`src/rtl/div_counter.sv`:
```
// Programmable divided-clock / end-of-period tick generator with glitch-free divisor reload.
// Optional macro DIV_IMMEDIATE_LOAD_EN: reload the divisor on any change, restarting the period.
module div_counter #(
  parameter int WIDTH   = 32,
  parameter int MIN_DIV = 2
) (
  input  logic             clk,
  input  logic             rst,
  input  logic             En,
  input  logic [WIDTH-1:0] Div_In,
  output logic             Clk_Out,
  output logic             Tick,
  output logic             Pending,
  output logic [WIDTH-1:0] Count
);

  typedef enum logic {IDLE, RUN} state_t;

  localparam logic [WIDTH-1:0] MIN_VAL = WIDTH'(MIN_DIV);
  localparam logic [WIDTH-1:0] ONE     = WIDTH'(1);

  state_t           state_reg, state_next;
  logic [WIDTH-1:0] count_reg, count_next;
  logic [WIDTH-1:0] div_cur_reg, div_cur_next;
  logic             clk_out_reg, clk_out_next;
  logic             tick_reg, tick_next;
  logic             pending_reg, pending_next;
  logic [WIDTH-1:0] div_req;
  logic             run_next;

  assign div_req = (Div_In < MIN_VAL) ? MIN_VAL : Div_In;

  always_comb begin
    state_next   = state_reg;
    count_next   = count_reg;
    div_cur_next = div_cur_reg;
    case (state_reg)
      IDLE: begin
        if (En) begin
          state_next   = RUN;
          count_next   = '0;
          div_cur_next = div_req;
        end
      end
      RUN: begin
        if (!En) begin
          state_next = IDLE;
          count_next = '0;
`ifdef DIV_IMMEDIATE_LOAD_EN
        end else if (div_req != div_cur_reg) begin
          count_next   = '0;
          div_cur_next = div_req;
`endif
        end else if (count_reg == div_cur_reg - ONE) begin
          count_next   = '0;
          div_cur_next = div_req;
        end else begin
          count_next = count_reg + ONE;
        end
      end
      default: begin
        state_next = IDLE;
        count_next = '0;
      end
    endcase
  end

  // Outputs are computed from next-state values so they line up with Count.
  always_comb begin
    run_next     = (state_next == RUN);
    clk_out_next = run_next && (count_next < (div_cur_next >> 1));
    tick_next    = run_next && (count_next == div_cur_next - ONE);
`ifdef DIV_IMMEDIATE_LOAD_EN
    pending_next = 1'b0;
`else
    pending_next = run_next && (div_req != div_cur_next);
`endif
  end

  always_ff @(posedge clk) begin
    if (rst) begin
      state_reg   <= IDLE;
      count_reg   <= '0;
      div_cur_reg <= MIN_VAL;
      clk_out_reg <= 1'b0;
      tick_reg    <= 1'b0;
      pending_reg <= 1'b0;
    end else begin
      state_reg   <= state_next;
      count_reg   <= count_next;
      div_cur_reg <= div_cur_next;
      clk_out_reg <= clk_out_next;
      tick_reg    <= tick_next;
      pending_reg <= pending_next;
    end
  end

  assign Clk_Out = clk_out_reg;
  assign Tick    = tick_reg;
  assign Pending = pending_reg;
  assign Count   = count_reg;

endmodule

```
`config.mk`:
```
export PLATFORM = sky130hd
export DESIGN_NAME = div_counter
export DESIGN_NICKNAME = d
export VERILOG_FILES = /design/src/rtl/div_counter.sv
export SDC_FILE = /design/constraint.sdc
export NUM_CORES = 1
export LEC_CHECK = 0
export ABC_AREA = 1
export CELL_PAD_IN_SITES_DETAIL_PLACEMENT = 0
export CELL_PAD_IN_SITES_GLOBAL_PLACEMENT = 1
export CORE_AREA = 2 2 140 142
export CTS_CLUSTER_DIAMETER = 60
export DETAILED_ROUTE_END_ITERATION = 10
export DIE_AREA = 0 0 142 144
export PLACE_DENSITY = 0.92
export SYNTH_ARGS = -nofsm -noshare
export SYNTH_HDL_FRONTEND = slang
export SYNTH_SLANG_ARGS = --single-unit
```
`constraint.sdc`:
```
create_clock -name clk -period 10.1 [get_ports clk]
set_input_delay 2.02 -clock clk [delete_from_list [all_inputs] [get_ports clk]]
set_output_delay 2.02 -clock clk [all_outputs]
set_load 0.05 [all_outputs]
```
==> results.md, run 1 <==
Clocking:
- After clock tree synthesis, the flow added hold-fix buffers numbering 0.
- The clock reaches the later pin of the worst-skew pair after approximately 0.35 ns.
- CTS placed an instance of sky130_fd_sc_hd__clkbuf_16 at the clock tree root.
- The total number of clock tree sinks is between 60 and 70.
- After clock tree synthesis, the clock-pin slew on the worst setup and hold paths is 0.06 ns.
- Gates resized during post-CTS repair numbered 0.
- The number of H-tree levels is 3.
- The TritonCTS clock tree is done.
- Once the clock tree was built, the setup fixing pass inserted 0 buffers.
- The total clock buffers created by CTS is 9.
- No sink is reached through more buffers than the 2 on the longest clock path.

Pwr:
- The analysis attributes to cell leakage a power of 4.52 nW.
- The sequential share of power is 0.311.
- The share of total power dissipated in the clock network is 0.324.
- The worst-case IR drop observed on VDD is 0.0000573 V.
- Overall power consumption after layout is estimated at ~940 uW.
- The combinational share of power is 0.365.
- The analysis attributes to net switching a power of approximately 380 uW.
- The share of total power consumed by net switching is 0.408.
- In this run the power density over the cells is around 99 mW/mm^2.
- The internal power of the cells totals about 560 uW.

Synthesis:
- In this run, synthesis inferred 0 flip-flops with an integrated enable.
- The mean instance size in the synthesized netlist is between 5 and 6 sq um.
- The proportion of synthesized chip area in sequential cells is 0.162.
- Ranked by total cell area, the synthesized netlist is headed by sky130_fd_sc_hd__dfxtp_1 (16%), sky130_fd_sc_hd__nand2_1 (16%), sky130_fd_sc_hd__nor2_1 (10%).
- The flop and latch count out of synthesis is between 60 and 70.
- The async set-reset flop share out of synthesis is 0.
- The library cell occupying the most area in the post-synthesis netlist is sky130_fd_sc_hd__dfxtp_1.
- Ranked by instance count, the synthesized netlist is headed by sky130_fd_sc_hd__nand2_1 (355), sky130_fd_sc_hd__nor2_1 (235), sky130_fd_sc_hd__inv_1 (205), sky130_fd_sc_hd__nand3_1 (100), sky130_fd_sc_hd__xor2_1 (83).
- The most common cell in the synthesized netlist is sky130_fd_sc_hd__nand2_1.
- Among all flip-flop cells after synthesis, the most frequent one is sky130_fd_sc_hd__dfxtp_1.
- Synthesis handed over a netlist of around 1500 instances.
- The number of nets in the synthesized netlist is 1518.
- The summed instance area of the synthesized netlist is approximately 0.0084 sq mm.
- Yosys printed 0 warnings.
- The share of synthesized area in the top cell type comes to 0.162.
- The number of distinct library cell variants in the gate-level netlist after synthesis is 46.

Floorplanning:
- The die outline width is 142 microns.
- In this run the standard cell core region covers around 0.019 sq mm.
- The y dimension of the die is between 100 and 150 microns.
- The I/O pin count is 70.
- The die covers about 0.020 sq mm.
- The starting density of the core is 0.441.
- The standard-cell row count is between 50 and 60.

Min path:
- The worst hold path belongs to the class reg -> reg.
- The launch instance of the worst min-delay path is Count[1]$_SDFF_PP0_.

Critical path:
- The critical path start-end classification is in -> reg.
- The start point of the critical path is Div_In[31].
- The worst setup path is launched from an input pin.
- The startpoint of the worst-slack reg-to-reg timing path is div_cur_reg[0]$_SDFF_PP0_.
- The sort of element at the end of the critical path is a flop.
- In this run the worst path has a maximum fanout of 6.
- For the worst setup path, the data required time is about 10 ns.
- The critical path arrival is between 5 and 6 ns.

STA:
- The hold violation total from the final report is 0.
- The worst slew margin relative to its limit is 0.318.
- The post-route clock skew is about 0.014 ns.
- Dividing the final minimum period by the clock period gives 0.539.
- At the pin with the least slew margin, the transition time is 1.01 ns.
- Setup repair after global routing left no endpoint under its margin.
- The worst path in the final design needs a cycle of 5.45 ns, including I/O delays and setup.
- Setup violations remaining at the end of the flow were counted as 0.
- The setup total negative slack is 0 ns.
- Derived from the worst setup path, the maximum achievable clock frequency is about 180 MHz.
- The number of max-slew violations in the final report is 0.

Detailed routing:
- The average wire length per cell after detail routing is roughly 18 microns.
- The count of TritonRoute iterations in the first routing pass is 6.
- Across all layers, the routed design uses ~9600 vias.
- The via density per instance is 5.51.
- The number of DRC markers in iteration 0 is ~900.
- The detail route stage leaves a number of antenna-violating nets equal to 0.
- The count of unresolved DRC violations after routing is 0.
- For this block, the routed nets add up to 31.7 mm of wire.

Run status:
- The flow ran to the end, and the final reports show no timing, DRC or antenna violations.

Global route:
- The first global-routing pass estimated a little under 50 mm of wire.
- For this run the aggregate overflow at the end of global routing stands at 0.
- Entering global routing, the biggest net connects between 60 and 70 pins.
- In the global route stage, overall resource usage came out at 0.313.
- The number of global-route vias before repair came to roughly 8700.
- The initial antenna violation count came to 0.

Finish:
- In the final design database the tool counted 1568 nets.
- Summing all multi-input logic gate instances after layout gives roughly 0.0060 sq mm.
- Registers take between 0.001 and 0.0015 sq mm.
- The number of filler cells placed in the layout is just over 2000.
- The count of inserted antenna diode cells is 0.
- Relative to the synthesized area, the layout overhead comes to 13.2%.
- Of the cells placed in the final design, the portion with a size suffix greater than 1 is 0.0664.

Placed design:
- Input and output buffers added on the ports amount to 69.
- After legalization and detailed placement, the total HPWL measured about 25 mm.
- The congestion estimate from routability-driven global placement came to around 0.96.

Run:
- Across the run, the number of max-cap violations was 0.
## cells in the final DEF, fill, tap and decap left out, types with 22 or more instances in the layout
cell                              Yosys  routed
sky130_fd_sc_hd__nand2_2             29      29
sky130_fd_sc_hd__nand4_1             65      65
sky130_fd_sc_hd__inv_1              205     205
sky130_fd_sc_hd__nor2_1             235     233
sky130_fd_sc_hd__o21ai_0             31      31
sky130_fd_sc_hd__nand2_1            355     355
sky130_fd_sc_hd__a22oi_1             28      28
sky130_fd_sc_hd__xor2_1              83      83
sky130_fd_sc_hd__xnor2_1             22      22
sky130_fd_sc_hd__clkdlybuf4s50_1      0      68
sky130_fd_sc_hd__dfxtp_1             68      68
sky130_fd_sc_hd__nand3_1            100     100
sky130_fd_sc_hd__ha_1                33      33
sky130_fd_sc_hd__a21oi_1             22      22
sky130_fd_sc_hd__nor3_1              22      22
## final timing paths
kind	end	slack, ns	cells after the start
max	Tick$_SDFF_PP0_	4.65	19
min	Count[1]$_SDFF_PP0_	0.60	2
max reg2reg	Clk_Out$_SDFF_PP0_	4.82	27
min reg2reg	Count[1]$_SDFF_PP0_	0.60	2
## routing by layer
layer  part of all wire  vias up  GRT usage
met1               0.46     4411      0.448
met4              0.025        0     0.0900
li1                   -     4742          -
met5                  0        -          0
met2               0.44      401      0.493
met3              0.077       49     0.0411
## kinds of logic after synthesis
| kind of cell | share of synthesized area |
|---|---|
| AO/OA/AOI/OAI | 0.0833 |
| XOR/XNOR | 0.111 |
| buffers and inverters | 0.120 |
| AND/OR/NAND/NOR | 0.474 |
| adder cells (fa/ha/maj) | 0.0491 |
| flip-flops | 0.162 |
## power groups by stage
stage / Clock, mW / Combinational (mW) / Sequential (mW)
global placement: 0 / 0.336 / 0.298
floorplan: 0 / 0.245 / 0.294
CTS: 0.308 / 0.338 / 0.292
detailed placement: 0 / 0.336 / 0.298
global route: 0.319 / 0.381 / 0.294
finish: 0.305 / 0.343 / 0.292
## cell type report
type	count	share of cell area
multi-input cells	1130	0.634
flip-flops and latches	68	0.143
inverters	213	0.0839
repair buffers	78	0.0791
well taps	238	0.0313
clock buffers	11	0.0255
clock inverters	5	0.00289
## stage by stage
stage | worst slack, ns | cell area [sq um] | instances | util | hold WS (ns)
floorplan | 5.53 | 8410 | 1450 | - | 0.662
global placement | 4.43 | 9250 | 1727 | 0.485 | 0.565
detailed placement | 4.34 | 9250 | 1727 | 0.485 | 0.570
CTS | 4.70 | 9520 | 1743 | 0.499 | 0.594
global route | 4.38 | 9520 | 1743 | 0.499 | 0.628
finish | 4.65 | 9520 | 1743 | 0.499 | 0.599
## worst max-delay path, stage by stage
cell and delay, ns:
sky130_fd_sc_hd__clkdlybuf4s50_1 0.47, sky130_fd_sc_hd__nor4_1 0.51, sky130_fd_sc_hd__nand4_1 0.32, sky130_fd_sc_hd__o21ai_0 0.42, sky130_fd_sc_hd__nand4_1 0.14, sky130_fd_sc_hd__nand3_1 0.12, sky130_fd_sc_hd__nand2_1 0.11, sky130_fd_sc_hd__inv_2 0.15
sky130_fd_sc_hd__ha_1 0.19, sky130_fd_sc_hd__nand3_1 0.10, sky130_fd_sc_hd__nor2_1 0.19, sky130_fd_sc_hd__nand3_1 0.13, sky130_fd_sc_hd__nor2_1 0.18, sky130_fd_sc_hd__inv_1 0.08, sky130_fd_sc_hd__nor2_1 0.18, sky130_fd_sc_hd__nand2_1 0.10
sky130_fd_sc_hd__xor2_1 0.14, sky130_fd_sc_hd__nand4_1 0.09, sky130_fd_sc_hd__nor2_1 0.10
Note: power is estimated with default switching activity, not from simulation.
==> run 2, diff against run 1 <==
--- a/config.mk
+++ b/config.mk
@@ -8,11 +8,11 @@
 export ABC_AREA = 1
 export CELL_PAD_IN_SITES_DETAIL_PLACEMENT = 0
 export CELL_PAD_IN_SITES_GLOBAL_PLACEMENT = 1
-export CORE_AREA = 2 2 140 142
+export CORE_AREA = 2 2 152 154
 export CTS_CLUSTER_DIAMETER = 60
 export DETAILED_ROUTE_END_ITERATION = 10
-export DIE_AREA = 0 0 142 144
-export PLACE_DENSITY = 0.92
+export DIE_AREA = 0 0 154 156
+export PLACE_DENSITY = 0.83
 export SYNTH_ARGS = -nofsm -noshare
 export SYNTH_HDL_FRONTEND = slang
 export SYNTH_SLANG_ARGS = --single-unit
==> constraint.sdc (replaced) <==
create_clock -name clk -period 4.75 [get_ports clk]
set_input_delay 0.95 -clock clk [delete_from_list [all_inputs] [get_ports clk]]
set_output_delay 0.95 -clock clk [all_outputs]
set_load 0.05 [all_outputs]
==> run 2 against run 1 <==
Compared with the run above:
- count of clock-buffer cells in the layout down 2
- largest power group is now clock
- cell count up 3.3%
- die area rose by 17%
- clock power rose to 2.6 times the previous value
- critical path depth grew 6
- global-route usage shrank 4.1 points
- largest cell class unchanged
- worst setup slack got worse by 4.4 ns
- clock skew down 0.0039 ns
- sequential power up 120%
- via count down 0.59%
- first-iteration DRC count rose by 29%
- routed wire length is 3.4% higher
==> results.md, run 2 (same netlist as run 1, synthesis figures left out) <==
Run status:
- The run finished with clean final reports.

Clocking:
- The TritonCTS clock tree is done.
- The maximum root-to-sink buffer count is 2.
- The total clock buffers created by CTS is 9.
- The later pin in the worst-skew pair is clocked with a latency of 0.34 ns.
- The clock root buffer master is sky130_fd_sc_hd__clkbuf_16.
- Counting every sink on the clock net gives between 60 and 70.
- The number of H-tree levels is 3.
- The clock transition at the register clock pins on the worst setup and hold paths after CTS is approximately 0.060 ns.

Detailed routing:
- The number of antenna-violating nets in the routed design is 0.
- The final routed wirelength across all metal layers is 32.8 mm.
- The detailed router placed 9546 vias in this run.
- The number of DRC markers in iteration 0 is ~1200.
- For this run, the detailed router's first-pass iteration total came to 6.
- The count of unresolved DRC violations after routing is 0.
- Dividing the detail-routed wire length by the instance count gives about 18 microns.
- After detailed routing, the number of vias per cell comes to 5.30.

Floorplanning:
- The total core area is roughly 0.022 sq mm.
- The die outline width is 154 microns.
- The starting density of the core is 0.376.
- The y dimension of the die is 156 microns.
- The die area is about 0.024 sq mm.
- The floorplan has 55 rows.
- 70 I/O pins were placed.

Finish:
- At the end of the flow the core is filled with cells to 0.438.
- The leading cell type in the layout, fill and taps excluded is sky130_fd_sc_hd__nand2_1.
- Compared with the post-synthesis result, the final layout area differs by 16.5%.
- The share of final-layout standard cells stronger than drive strength 1 is 0.0752.
- Counting the fill cells in the layout gives roughly 2400.
- At the end of the flow, the number of nets in the layout was 1580.
- In the layout the commonest cells are sky130_fd_sc_hd__nand2_1 (354), sky130_fd_sc_hd__nor2_1 (232), sky130_fd_sc_hd__inv_1 (205).
- The count of inserted antenna diode cells is 0.

Critical path:
- For the worst setup path, the data required time is around 5.0 ns.
- The longest individual stage delay on the worst path is ~0.4 ns.
- The worst setup path is launched from a flop.
- The setup path with the least slack is of type reg -> reg.
- The critical path's slowest cell is sky130_fd_sc_hd__ha_1.
- Data on the critical path arrives at its endpoint at 4.75 ns.
- The cell repeated most along the worst path is sky130_fd_sc_hd__nand2_1.
- The sort of element at the end of the critical path is a flop.
- Of all nets on the critical path, the largest fanout is 10.

STA:
- The pin slew with the least headroom to its limit is about 1.1 ns.
- For the final database, setup skew stands at slightly below 0.01 ns.
- The time the worst path needs with I/O delays and setup is 4.48 ns.
- The number of max-slew violations in the final report was 0.
- The final-report setup violation count is 0.
- The worst slew margin relative to its limit is 0.240.
- The hold violation total from the final report was 0.
- Setup total negative slack on the finished layout was measured at 0 ns.
- Of the available clock period, the critical path in the final layout requires 0.944.
- The fmax is approximately 220 MHz.

Global route:
- Global routing finished with a remaining overflow of 0.
- The first global-routing pass estimated just over 50 mm of wire.
- The initial antenna violation count is 0.
- The number of global-route vias before repair was roughly 8900.
- The pin count of the biggest net entering global routing is between 60 and 70.
- For this run, the total global-route usage over all layers was measured as 0.272.

Placed design:
- The post-detailed-placement half-perimeter wirelength is between 20 and 30 mm.
- At the end of routability-driven placement, the weighted congestion stood at 0.934.
- The number of I/O port buffers is 69.

Run:
- The number of maximum-capacitance violations is 0.

Pwr:
- Across the VDD grid, the largest voltage drop is roughly 0.00018 V.
- The leakage power is roughly 4.6 nW.
- The ratio of total power to cell area is ~220 mW/mm^2.

Min path:
- The type of the tightest min-delay check is reg -> reg.
-- run 2: cell count changes in the layout (fill, tap and decap cells not counted), moves of 2 or more --
cell	change
sky130_fd_sc_hd__buf_4	+8
sky130_fd_sc_hd__clkinv_2	-4
sky130_fd_sc_hd__buf_12	+3
sky130_fd_sc_hd__bufinv_16	+3
sky130_fd_sc_hd__nor2_4	+2
-- run 2: final timing paths --
check,to,cells after the start,slack [ns],from
min reg2reg,Count[1]$_SDFF_PP0_,2,0.58,Count[1]$_SDFF_PP0_
max reg2reg,Clk_Out$_SDFF_PP0_,25,0.27,div_cur_reg[0]$_SDFF_PP0_
min,Count[1]$_SDFF_PP0_,2,0.58,Count[1]$_SDFF_PP0_
max,Clk_Out$_SDFF_PP0_,25,0.27,div_cur_reg[0]$_SDFF_PP0_
-- run 2: worst max-delay path: cells and delay by family, from the launching register on --
kind	cells	cell delay (ns)
buffers and inverters	3	0.53
AO/OA/AOI/OAI	4	0.77
adder cells (fa/ha/maj)	2	0.66
flip-flops	1	0.35
AND/OR/NAND/NOR	16	2.11
-- run 2: report_power, final --
part	internal, mW	switching, mW	total [mW]
clock network	0.511	0.273	0.784
logic	0.241	0.507	0.748
registers	0.589	0.0412	0.631
total	1.34	0.821	2.16
-- run 2: layout make-up --
type / instances / area [sq um] / area share
Clock buffer: 9 / 225 / 0.0230
Sequential cell: 68 / 1360 / 0.139
Multi-Input combinational cell: 1130 / 6060 / 0.618
Clock inverter: 6 / 114 / 0.0116
Inverter: 213 / 800 / 0.0816
Timing Repair Buffer: 90 / 885 / 0.0903
Tap cell: 285 / 357 / 0.0364
-- run 2: what timing repair did --
| item | CTS | global route |
|---|---|---|
| gates resized for setup | 0 | 8 |
| hold buffers | 0 | 0 |
| endpoints found under the setup margin | 0 | 2 |
| buffers inserted | 0 | 2 |
-- run 2: per-stage QoR --
step           cell area (sq um)  instances  hold WS, ns  power (mW)  setup WS (ns)
4_1_cts                     9740       1799        0.573        2.16          0.162
3_5_place_dp                9400       1784        0.564        1.37          0.171
5_1_grt                     9800       1801        0.633        2.28      -0.000126
2_1_floorplan               8410       1450        0.662        1.15           1.19
6_report                    9800       1801        0.578        2.16          0.265
3_3_place_gp                9400       1784        0.563        1.38          0.233
-- run 2: layer usage --
| layer | share of wire | GRT usage | routed length (microns) | up-vias |
|---|---|---|---|---|
| met5 | 0 | 0 | 0 | - |
| met4 | 0.033 | 0.0930 | 1090 | 0 |
| met3 | 0.074 | 0.0358 | 2420 | 62 |
| met2 | 0.43 | 0.422 | 14100 | 404 |
| met1 | 0.46 | 0.388 | 15200 | 4317 |
| li1 | - | - | - | 4763 |
==> run 3, diff against run 2 <==
--- a/config.mk
+++ b/config.mk
@@ -6,6 +6,7 @@
 export NUM_CORES = 1
 export LEC_CHECK = 0
 export ABC_AREA = 1
+export CAP_MARGIN = 20
 export CELL_PAD_IN_SITES_DETAIL_PLACEMENT = 0
 export CELL_PAD_IN_SITES_GLOBAL_PLACEMENT = 1
 export CORE_AREA = 2 2 152 154
==> results of run 3 <==
Same layout as run 2: the final DEF is identical, and so are final timing and power.
